==> config.mk <==
export PLATFORM = sky130hd
export DESIGN_NAME = sram_1024x64_arbiter_flat
export DESIGN_NICKNAME = d
export VERILOG_FILES = /design/src/rtl/sram_1024x64_arbiter_if.sv /design/src/rtl/sram_1024x64_arbiter.sv /design/src/flat_wrapper.sv
export SDC_FILE = /design/constraint.sdc
export NUM_CORES = 1
export LEC_CHECK = 0
export CELL_PAD_IN_SITES_DETAIL_PLACEMENT = 1
export CELL_PAD_IN_SITES_GLOBAL_PLACEMENT = 2
export CORE_AREA = 3 3 216 218
export DETAILED_ROUTE_END_ITERATION = 8
export DIE_AREA = 0 0 219 221
export GPL_ROUTABILITY_DRIVEN = 0
export PLACE_DENSITY_LB_ADDON = 0.15
export SYNTH_ARGS = -nofsm -noshare
export SYNTH_HDL_FRONTEND = slang
export SYNTH_SLANG_ARGS = --single-unit
==> constraint.sdc <==
create_clock -name i_clk -period 3.1 [get_ports i_clk]
set_input_delay 0.62 -clock i_clk [delete_from_list [all_inputs] [get_ports i_clk]]
set_output_delay 0.62 -clock i_clk [all_outputs]
set_load 0.05 [all_outputs]
==> src/rtl/sram_1024x64_arbiter_if.sv <==
// Request/response and SRAM-side bus of the shared 1024x64 SRAM arbiter.
// The slave modport is the arbiter; the master modport is the requesters plus the SRAM.
interface sram_1024x64_arbiter_if #(
    parameter int N  = 2,
    parameter int AW = 10,
    parameter int DW = 64
);
    logic [N-1:0]    i_req_valid;
    logic [N-1:0]    o_req_ready;
    logic [N-1:0]    i_req_wen;
    logic [N-1:0]    i_req_lock;
    logic [N*AW-1:0] i_req_addr;
    logic [N*DW-1:0] i_req_wdata;
    logic [N*DW-1:0] i_req_mask;
    logic [N-1:0]    o_rsp_valid;
    logic [DW-1:0]   o_rsp_rdata;
    logic            o_sram_cen;
    logic            o_sram_wen;
    logic [AW-1:0]   o_sram_addr;
    logic [DW-1:0]   o_sram_wdata;
    logic [DW-1:0]   o_sram_bit_mask;
    logic [DW-1:0]   i_sram_rdata;

    modport slave (
        input  i_req_valid, i_req_wen, i_req_lock, i_req_addr, i_req_wdata, i_req_mask,
        input  i_sram_rdata,
        output o_req_ready, o_rsp_valid, o_rsp_rdata,
        output o_sram_cen, o_sram_wen, o_sram_addr, o_sram_wdata, o_sram_bit_mask
    );

    modport master (
        output i_req_valid, i_req_wen, i_req_lock, i_req_addr, i_req_wdata, i_req_mask,
        output i_sram_rdata,
        input  o_req_ready, o_rsp_valid, o_rsp_rdata,
        input  o_sram_cen, o_sram_wen, o_sram_addr, o_sram_wdata, o_sram_bit_mask
    );
endinterface

==> src/rtl/sram_1024x64_arbiter.sv <==
// Round-robin arbiter sharing one single-port 1024x64 SRAM between N requesters, with burst lock.
// Define SRAM_ARB_RSP_REG_EN to register read data and add one cycle of response latency.
module sram_1024x64_arbiter #(
    parameter int N  = 2,
    parameter int AW = 10,
    parameter int DW = 64
) (
    input  logic                    i_clk,
    input  logic                    i_rst,
    sram_1024x64_arbiter_if.slave   bus
);
    localparam int PW = $clog2(N);

    typedef enum logic {
        ST_ARB,
        ST_LOCKED
    } state_t;

    state_t          state_reg, state_next;
    logic [PW-1:0]   rr_ptr_reg, rr_ptr_next;
    logic [PW-1:0]   lock_owner_reg, lock_owner_next;
    logic [N-1:0]    rsp_tag_reg;

    logic [PW-1:0]   rot_idx [N];
    logic [AW-1:0]   req_addr [N];
    logic [DW-1:0]   req_wdata [N];
    logic [DW-1:0]   req_mask [N];
    logic            grant_any;
    logic [PW-1:0]   grant_idx;
    logic [N-1:0]    ready_vec;
    logic [N-1:0]    rd_accept;

    function automatic logic [PW-1:0] next_idx(input logic [PW-1:0] idx);
        return (idx == PW'(N - 1)) ? '0 : idx + 1'b1;
    endfunction

    // rot_idx[i] is the requester searched i-th, starting at rr_ptr and wrapping at N
    for (genvar gi = 0; gi < N; gi++) begin : g_req
        logic [PW:0] rot_sum;
        assign rot_sum       = {1'b0, rr_ptr_reg} + (PW+1)'(gi);
        assign rot_idx[gi]   = (rot_sum >= (PW+1)'(N)) ? PW'(rot_sum - (PW+1)'(N)) : PW'(rot_sum);
        assign req_addr[gi]  = bus.i_req_addr[gi*AW +: AW];
        assign req_wdata[gi] = bus.i_req_wdata[gi*DW +: DW];
        assign req_mask[gi]  = bus.i_req_mask[gi*DW +: DW];
        assign ready_vec[gi] = grant_any && (grant_idx == PW'(gi));
    end

    // Reset blocks any grant so no SRAM access slips through the reset cycle
    always_comb begin
        grant_any = 1'b0;
        grant_idx = '0;
        if (!i_rst) begin
            if (state_reg == ST_LOCKED) begin
                grant_any = bus.i_req_valid[lock_owner_reg];
                grant_idx = lock_owner_reg;
            end else begin
                for (int i = N - 1; i >= 0; i--) begin
                    if (bus.i_req_valid[rot_idx[i]]) begin
                        grant_any = 1'b1;
                        grant_idx = rot_idx[i];
                    end
                end
            end
        end
    end

    assign bus.o_req_ready = ready_vec;
    assign rd_accept       = ready_vec & ~bus.i_req_wen;

    always_comb begin
        bus.o_sram_cen      = 1'b0;
        bus.o_sram_wen      = 1'b0;
        bus.o_sram_addr     = '0;
        bus.o_sram_wdata    = '0;
        bus.o_sram_bit_mask = '0;
        if (grant_any) begin
            bus.o_sram_cen      = 1'b1;
            bus.o_sram_wen      = bus.i_req_wen[grant_idx];
            bus.o_sram_addr     = req_addr[grant_idx];
            bus.o_sram_wdata    = req_wdata[grant_idx];
            bus.o_sram_bit_mask = bus.i_req_wen[grant_idx] ? req_mask[grant_idx] : '0;
        end
    end

    always_comb begin
        state_next      = state_reg;
        rr_ptr_next     = rr_ptr_reg;
        lock_owner_next = lock_owner_reg;
        if (state_reg == ST_ARB) begin
            if (grant_any) begin
                if (bus.i_req_lock[grant_idx]) begin
                    lock_owner_next = grant_idx;
                    state_next      = ST_LOCKED;
                end else begin
                    rr_ptr_next = next_idx(grant_idx);
                end
            end
        end else begin
            if (grant_any && !bus.i_req_lock[lock_owner_reg]) begin
                rr_ptr_next = next_idx(lock_owner_reg);
                state_next  = ST_ARB;
            end
        end
    end

    always_ff @(posedge i_clk) begin
        if (i_rst) begin
            state_reg      <= ST_ARB;
            rr_ptr_reg     <= '0;
            lock_owner_reg <= '0;
            rsp_tag_reg    <= '0;
        end else begin
            state_reg      <= state_next;
            rr_ptr_reg     <= rr_ptr_next;
            lock_owner_reg <= lock_owner_next;
            rsp_tag_reg    <= rd_accept;
        end
    end

`ifdef SRAM_ARB_RSP_REG_EN
    logic [N-1:0]  rsp_valid_reg;
    logic [DW-1:0] rsp_rdata_reg;

    always_ff @(posedge i_clk) begin
        if (i_rst) begin
            rsp_valid_reg <= '0;
            rsp_rdata_reg <= '0;
        end else begin
            rsp_valid_reg <= rsp_tag_reg;
            rsp_rdata_reg <= bus.i_sram_rdata;
        end
    end

    assign bus.o_rsp_valid = rsp_valid_reg;
    assign bus.o_rsp_rdata = rsp_rdata_reg;
`else
    assign bus.o_rsp_valid = rsp_tag_reg;
    assign bus.o_rsp_rdata = bus.i_sram_rdata;
`endif

endmodule
==> src/flat_wrapper.sv <==
// flat-port wrapper written by rule: the top's interface ports become plain ports
module sram_1024x64_arbiter_flat 
#(
    parameter int N  = 2,
    parameter int AW = 10,
    parameter int DW = 64
)
  (i_clk, i_rst, bus_i_req_valid, bus_i_req_wen, bus_i_req_lock, bus_i_req_addr, bus_i_req_wdata, bus_i_req_mask, bus_i_sram_rdata, bus_o_req_ready, bus_o_rsp_valid, bus_o_rsp_rdata, bus_o_sram_cen, bus_o_sram_wen, bus_o_sram_addr, bus_o_sram_wdata, bus_o_sram_bit_mask);
  sram_1024x64_arbiter_if #(.N(N), .AW(AW), .DW(DW)) bus_i ();
  input  logic i_clk;
  input  logic i_rst;
  input wire logic [$bits(bus_i.i_req_valid)-1:0] bus_i_req_valid;
  input wire logic [$bits(bus_i.i_req_wen)-1:0] bus_i_req_wen;
  input wire logic [$bits(bus_i.i_req_lock)-1:0] bus_i_req_lock;
  input wire logic [$bits(bus_i.i_req_addr)-1:0] bus_i_req_addr;
  input wire logic [$bits(bus_i.i_req_wdata)-1:0] bus_i_req_wdata;
  input wire logic [$bits(bus_i.i_req_mask)-1:0] bus_i_req_mask;
  input wire logic [$bits(bus_i.i_sram_rdata)-1:0] bus_i_sram_rdata;
  output wire logic [$bits(bus_i.o_req_ready)-1:0] bus_o_req_ready;
  output wire logic [$bits(bus_i.o_rsp_valid)-1:0] bus_o_rsp_valid;
  output wire logic [$bits(bus_i.o_rsp_rdata)-1:0] bus_o_rsp_rdata;
  output wire logic [$bits(bus_i.o_sram_cen)-1:0] bus_o_sram_cen;
  output wire logic [$bits(bus_i.o_sram_wen)-1:0] bus_o_sram_wen;
  output wire logic [$bits(bus_i.o_sram_addr)-1:0] bus_o_sram_addr;
  output wire logic [$bits(bus_i.o_sram_wdata)-1:0] bus_o_sram_wdata;
  output wire logic [$bits(bus_i.o_sram_bit_mask)-1:0] bus_o_sram_bit_mask;
  assign bus_i.i_req_valid = bus_i_req_valid;
  assign bus_i.i_req_wen = bus_i_req_wen;
  assign bus_i.i_req_lock = bus_i_req_lock;
  assign bus_i.i_req_addr = bus_i_req_addr;
  assign bus_i.i_req_wdata = bus_i_req_wdata;
  assign bus_i.i_req_mask = bus_i_req_mask;
  assign bus_i.i_sram_rdata = bus_i_sram_rdata;
  assign bus_o_req_ready = bus_i.o_req_ready;
  assign bus_o_rsp_valid = bus_i.o_rsp_valid;
  assign bus_o_rsp_rdata = bus_i.o_rsp_rdata;
  assign bus_o_sram_cen = bus_i.o_sram_cen;
  assign bus_o_sram_wen = bus_i.o_sram_wen;
  assign bus_o_sram_addr = bus_i.o_sram_addr;
  assign bus_o_sram_wdata = bus_i.o_sram_wdata;
  assign bus_o_sram_bit_mask = bus_i.o_sram_bit_mask;
  sram_1024x64_arbiter #(.N(N), .AW(AW), .DW(DW)) u_core (.i_clk(i_clk), .i_rst(i_rst), .bus(bus_i));
endmodule
==> results.yml <==
global_route:
  grt_pass1_wl_um: 40400
  antenna_found_initial: 0
  grt_use_total: 0.113
  grt_max_degree: 67
  grt_pass1_vias: 5239
  grt_overflow_total: 0
logic_synthesis:
  mappedNetlistArea_mm2: 0.00264
  ys_warn_count: 0
  syn_inst: 421
  seq_area_frac_synth: 0.0380
  synth_cell_type_count: 28
  synth.net_count: 769
  avgSynthCellArea_um2: 6.26
  ys_ff_latch: 5
clock_tree:
  cts_made_buffers: 3
  cts.sinks: 5
  clk_pin_slew_ns: 0.03
  root_buffer: "clkbuf_16"
  cts_tree: "yes"
  clock_latency_ns: 0.23
  cts_hold_buf: 0
  cts_buffer_depth: 2
  htree_levels: 1
sta:
  worstMarginPinSlew_ns: 0.563
  fin_crit_ns: 2.83
  fin_tns_setup_ns: 0
  period_share: 0.914
  final_max_slew_viol_count: 0
  finalHoldViolCount: 0
  fin_worst_skew_ns: 0.00178
  finalSetupViolCount: 0
  max-slew-margin-rel: 0.623
  rsz0062_at_grt: "no"
  fmax_mhz: 353
die:
  die_h_um: 221
  num_io_pins: 556
  core-area_mm2: 0.0451
  initial_core_util: 0.0585
  fp.dieW_um: 219
  row_count: 78
  die-area_mm2: 0.0484
layout:
  layoutNonFillerInstCount: 1398
  largest_reg_flops: 2
  multiInputGateArea_mm2: 0.00209
  drive_above_1_share: 0.348
  ff_latch_area_um2: 100
  antenna_cells: 0
  finalNetCount: 1147
  area_delta_synth_final_pct: 260
  num-fill-cells: 5169
pwr:
  power_switching_mw: 1.05
  p_comb_frac: 0.874
  leakagePower_nw: 3.38
  cellPowerDensity_mw_per_mm2: 246
  irDropWorstVdd_v: 0.000131
  p_clk_frac: 0.093
  total_power_mw: 2.33
  p_int_mw: 1.29
  swShare: 0.449
  p_seq_frac: 0.033
place:
  dp_hpwl_um: 24700
  dp_cells: 1387
  portBuffers: 427
drt:
  drt_iter0_markers: 120
  drt-wirelength-per-cell_um: 21.6
  drc: 0
  vias_per_cell: 3.52
  drt-total-wl_um: 30200
  antenna_left: 0
  vias: 4922
  drt_first_pass_iters: 4
flow_run:
  max-cap-violations: 0
critical_path:
  cpPeakStageDelay_ns: 0.37
  worstPathCellList: "dlymetal6s2s_1, nand2b_1, o2111a_2, a22oi_2, buf_12, buf_16, a21oi_2, buf_4, buf_12"
  critPathLaunchType: "input pin"
  critPathCaptureType: "output port"
  cpMostUsedCell: "buf_12"
  path_class: "in2out"
  worst_path_max_delay_cell: "a22oi_2"
  cp.arrival_ns: 2.21
  cp.required_ns: 2.48
  critPathMaxFanout: 7
min_path:
  hold_path.class: "reg2reg"
run_status:
  status: "finished clean"
-- area by class of cell --
type	instances	area share
inverters	7	0.00277
flip-flops and latches	5	0.0105
repair buffers	488	0.679
well taps	600	0.0791
clock buffers	4	0.00831
multi-input cells	294	0.220
-- cells by family after synthesis --
family / after synthesis / synth area share
AOI/OAI and AO/OA: 216 / 0.535
buffers and inverters: 122 / 0.274
DFF: 5 / 0.0380
muxes: 1 / 0.00380
and+or+nand+nor: 77 / 0.149
-- path summary, 6_finish.rpt --
kind | depth (start not counted) | slack (ns) | end | from
worst min-delay path | 2 | 0.60 | u_core.rr_ptr_reg$_SDFFE_PP0P_ | u_core.rr_ptr_reg$_SDFFE_PP0P_
worst min register to register | 2 | 0.60 | u_core.rr_ptr_reg$_SDFFE_PP0P_ | u_core.rr_ptr_reg$_SDFFE_PP0P_
worst max register to register | 6 | 1.36 | u_core.rr_ptr_reg$_SDFFE_PP0P_ | u_core.state_reg$_SDFF_PP0_
worst max-delay path | 9 | 0.27 | bus_o_sram_bit_mask[9] | bus_i_req_valid[1]
-- placed cells by master, fill, tap and decap left out, types with 2 or more instances in the layout --
master           netlist  final
nand2_1                2      2
o21ai_1                2      2
nor2_1                 3      3
a22o_1                74     74
nor2b_1                3      3
dfxtp_1                5      5
nand3_1               64     64
nand2b_1               2      2
clkdlybuf4s50_1        0    282
o21ai_0               65     64
dlymetal6s2s_1         0      2
clkbuf_16              0      7
a21oi_2                0     64
buf_12                 0    156
inv_1                  7      6
buf_4                 64     40
-- power groups by stage --
stage	Combinational, mW	Clock (mW)	Sequential, mW
global route	2.14	0.227	0.0778
detailed placement	1.97	0	0.0774
floorplan	0.966	0	0.0793
global placement	1.98	0	0.0779
CTS	2.01	0.223	0.0767
finish	2.04	0.216	0.0768
-- critical path, delay by kind of cell --
family	cells	cell delay, ns
AO/OA/AOI/OAI	3	0.69
AND/OR/NAND/NOR	1	0.11
buffers and inverters	5	0.76
-- Yosys cell counts (all sizes together) --
cell type  count  area (um2)
buf           87         591
a22o          74         648
o21ai         67         335
a21oi         65         325
nand3         64         320
clkbuf        28         105
inv            7        26.3
dfxtp          5         100
nor2b          4        27.5
nor2           3        11.3
a2111oi        2        36.3
a22oi          2        15.0
nand2          2        7.51
nand2b         2        12.5
a21boi         1        7.51
mux2i          1        10.0
nor3           1        5.00
nor4bb         1        10.0
o2111a         1        11.3
o211ai         1        7.51
o21a           1        7.51
o221ai         1        8.76
o41ai          1        8.76
-- what timing repair did --
item                       in CTS  in global routing
hold endpoints to repair        0                  0
setup endpoints to repair     101                114
gates resized for setup        31                 40
cloned                          1                  4
pin swaps                       2                  3
setup buffers                   0                  2
-- layer usage --
metal	wire (um)	vias to the layer above	track usage
met5	0	-	0
met4	249	0	0.0111
met3	2680	24	0.0380
met2	15400	237	0.209
met1	11800	2384	0.128
li1	-	2277	-
-- metrics by stage --
stage	setup WS, ns	cell area [um2]	hold slack, ns	util
6_report	0.267	9490	0.597	0.210
5_1_grt	0.107	9490	0.647	0.210
4_1_cts	-0.0243	9220	0.604	0.204
3_5_place_dp	-0.177	8990	0.575	0.199
3_3_place_gp	-0.158	8990	0.558	0.199
2_1_floorplan	0.0525	2640	0.506	-
No activity file was read; power rests on OpenSTA's default activity.
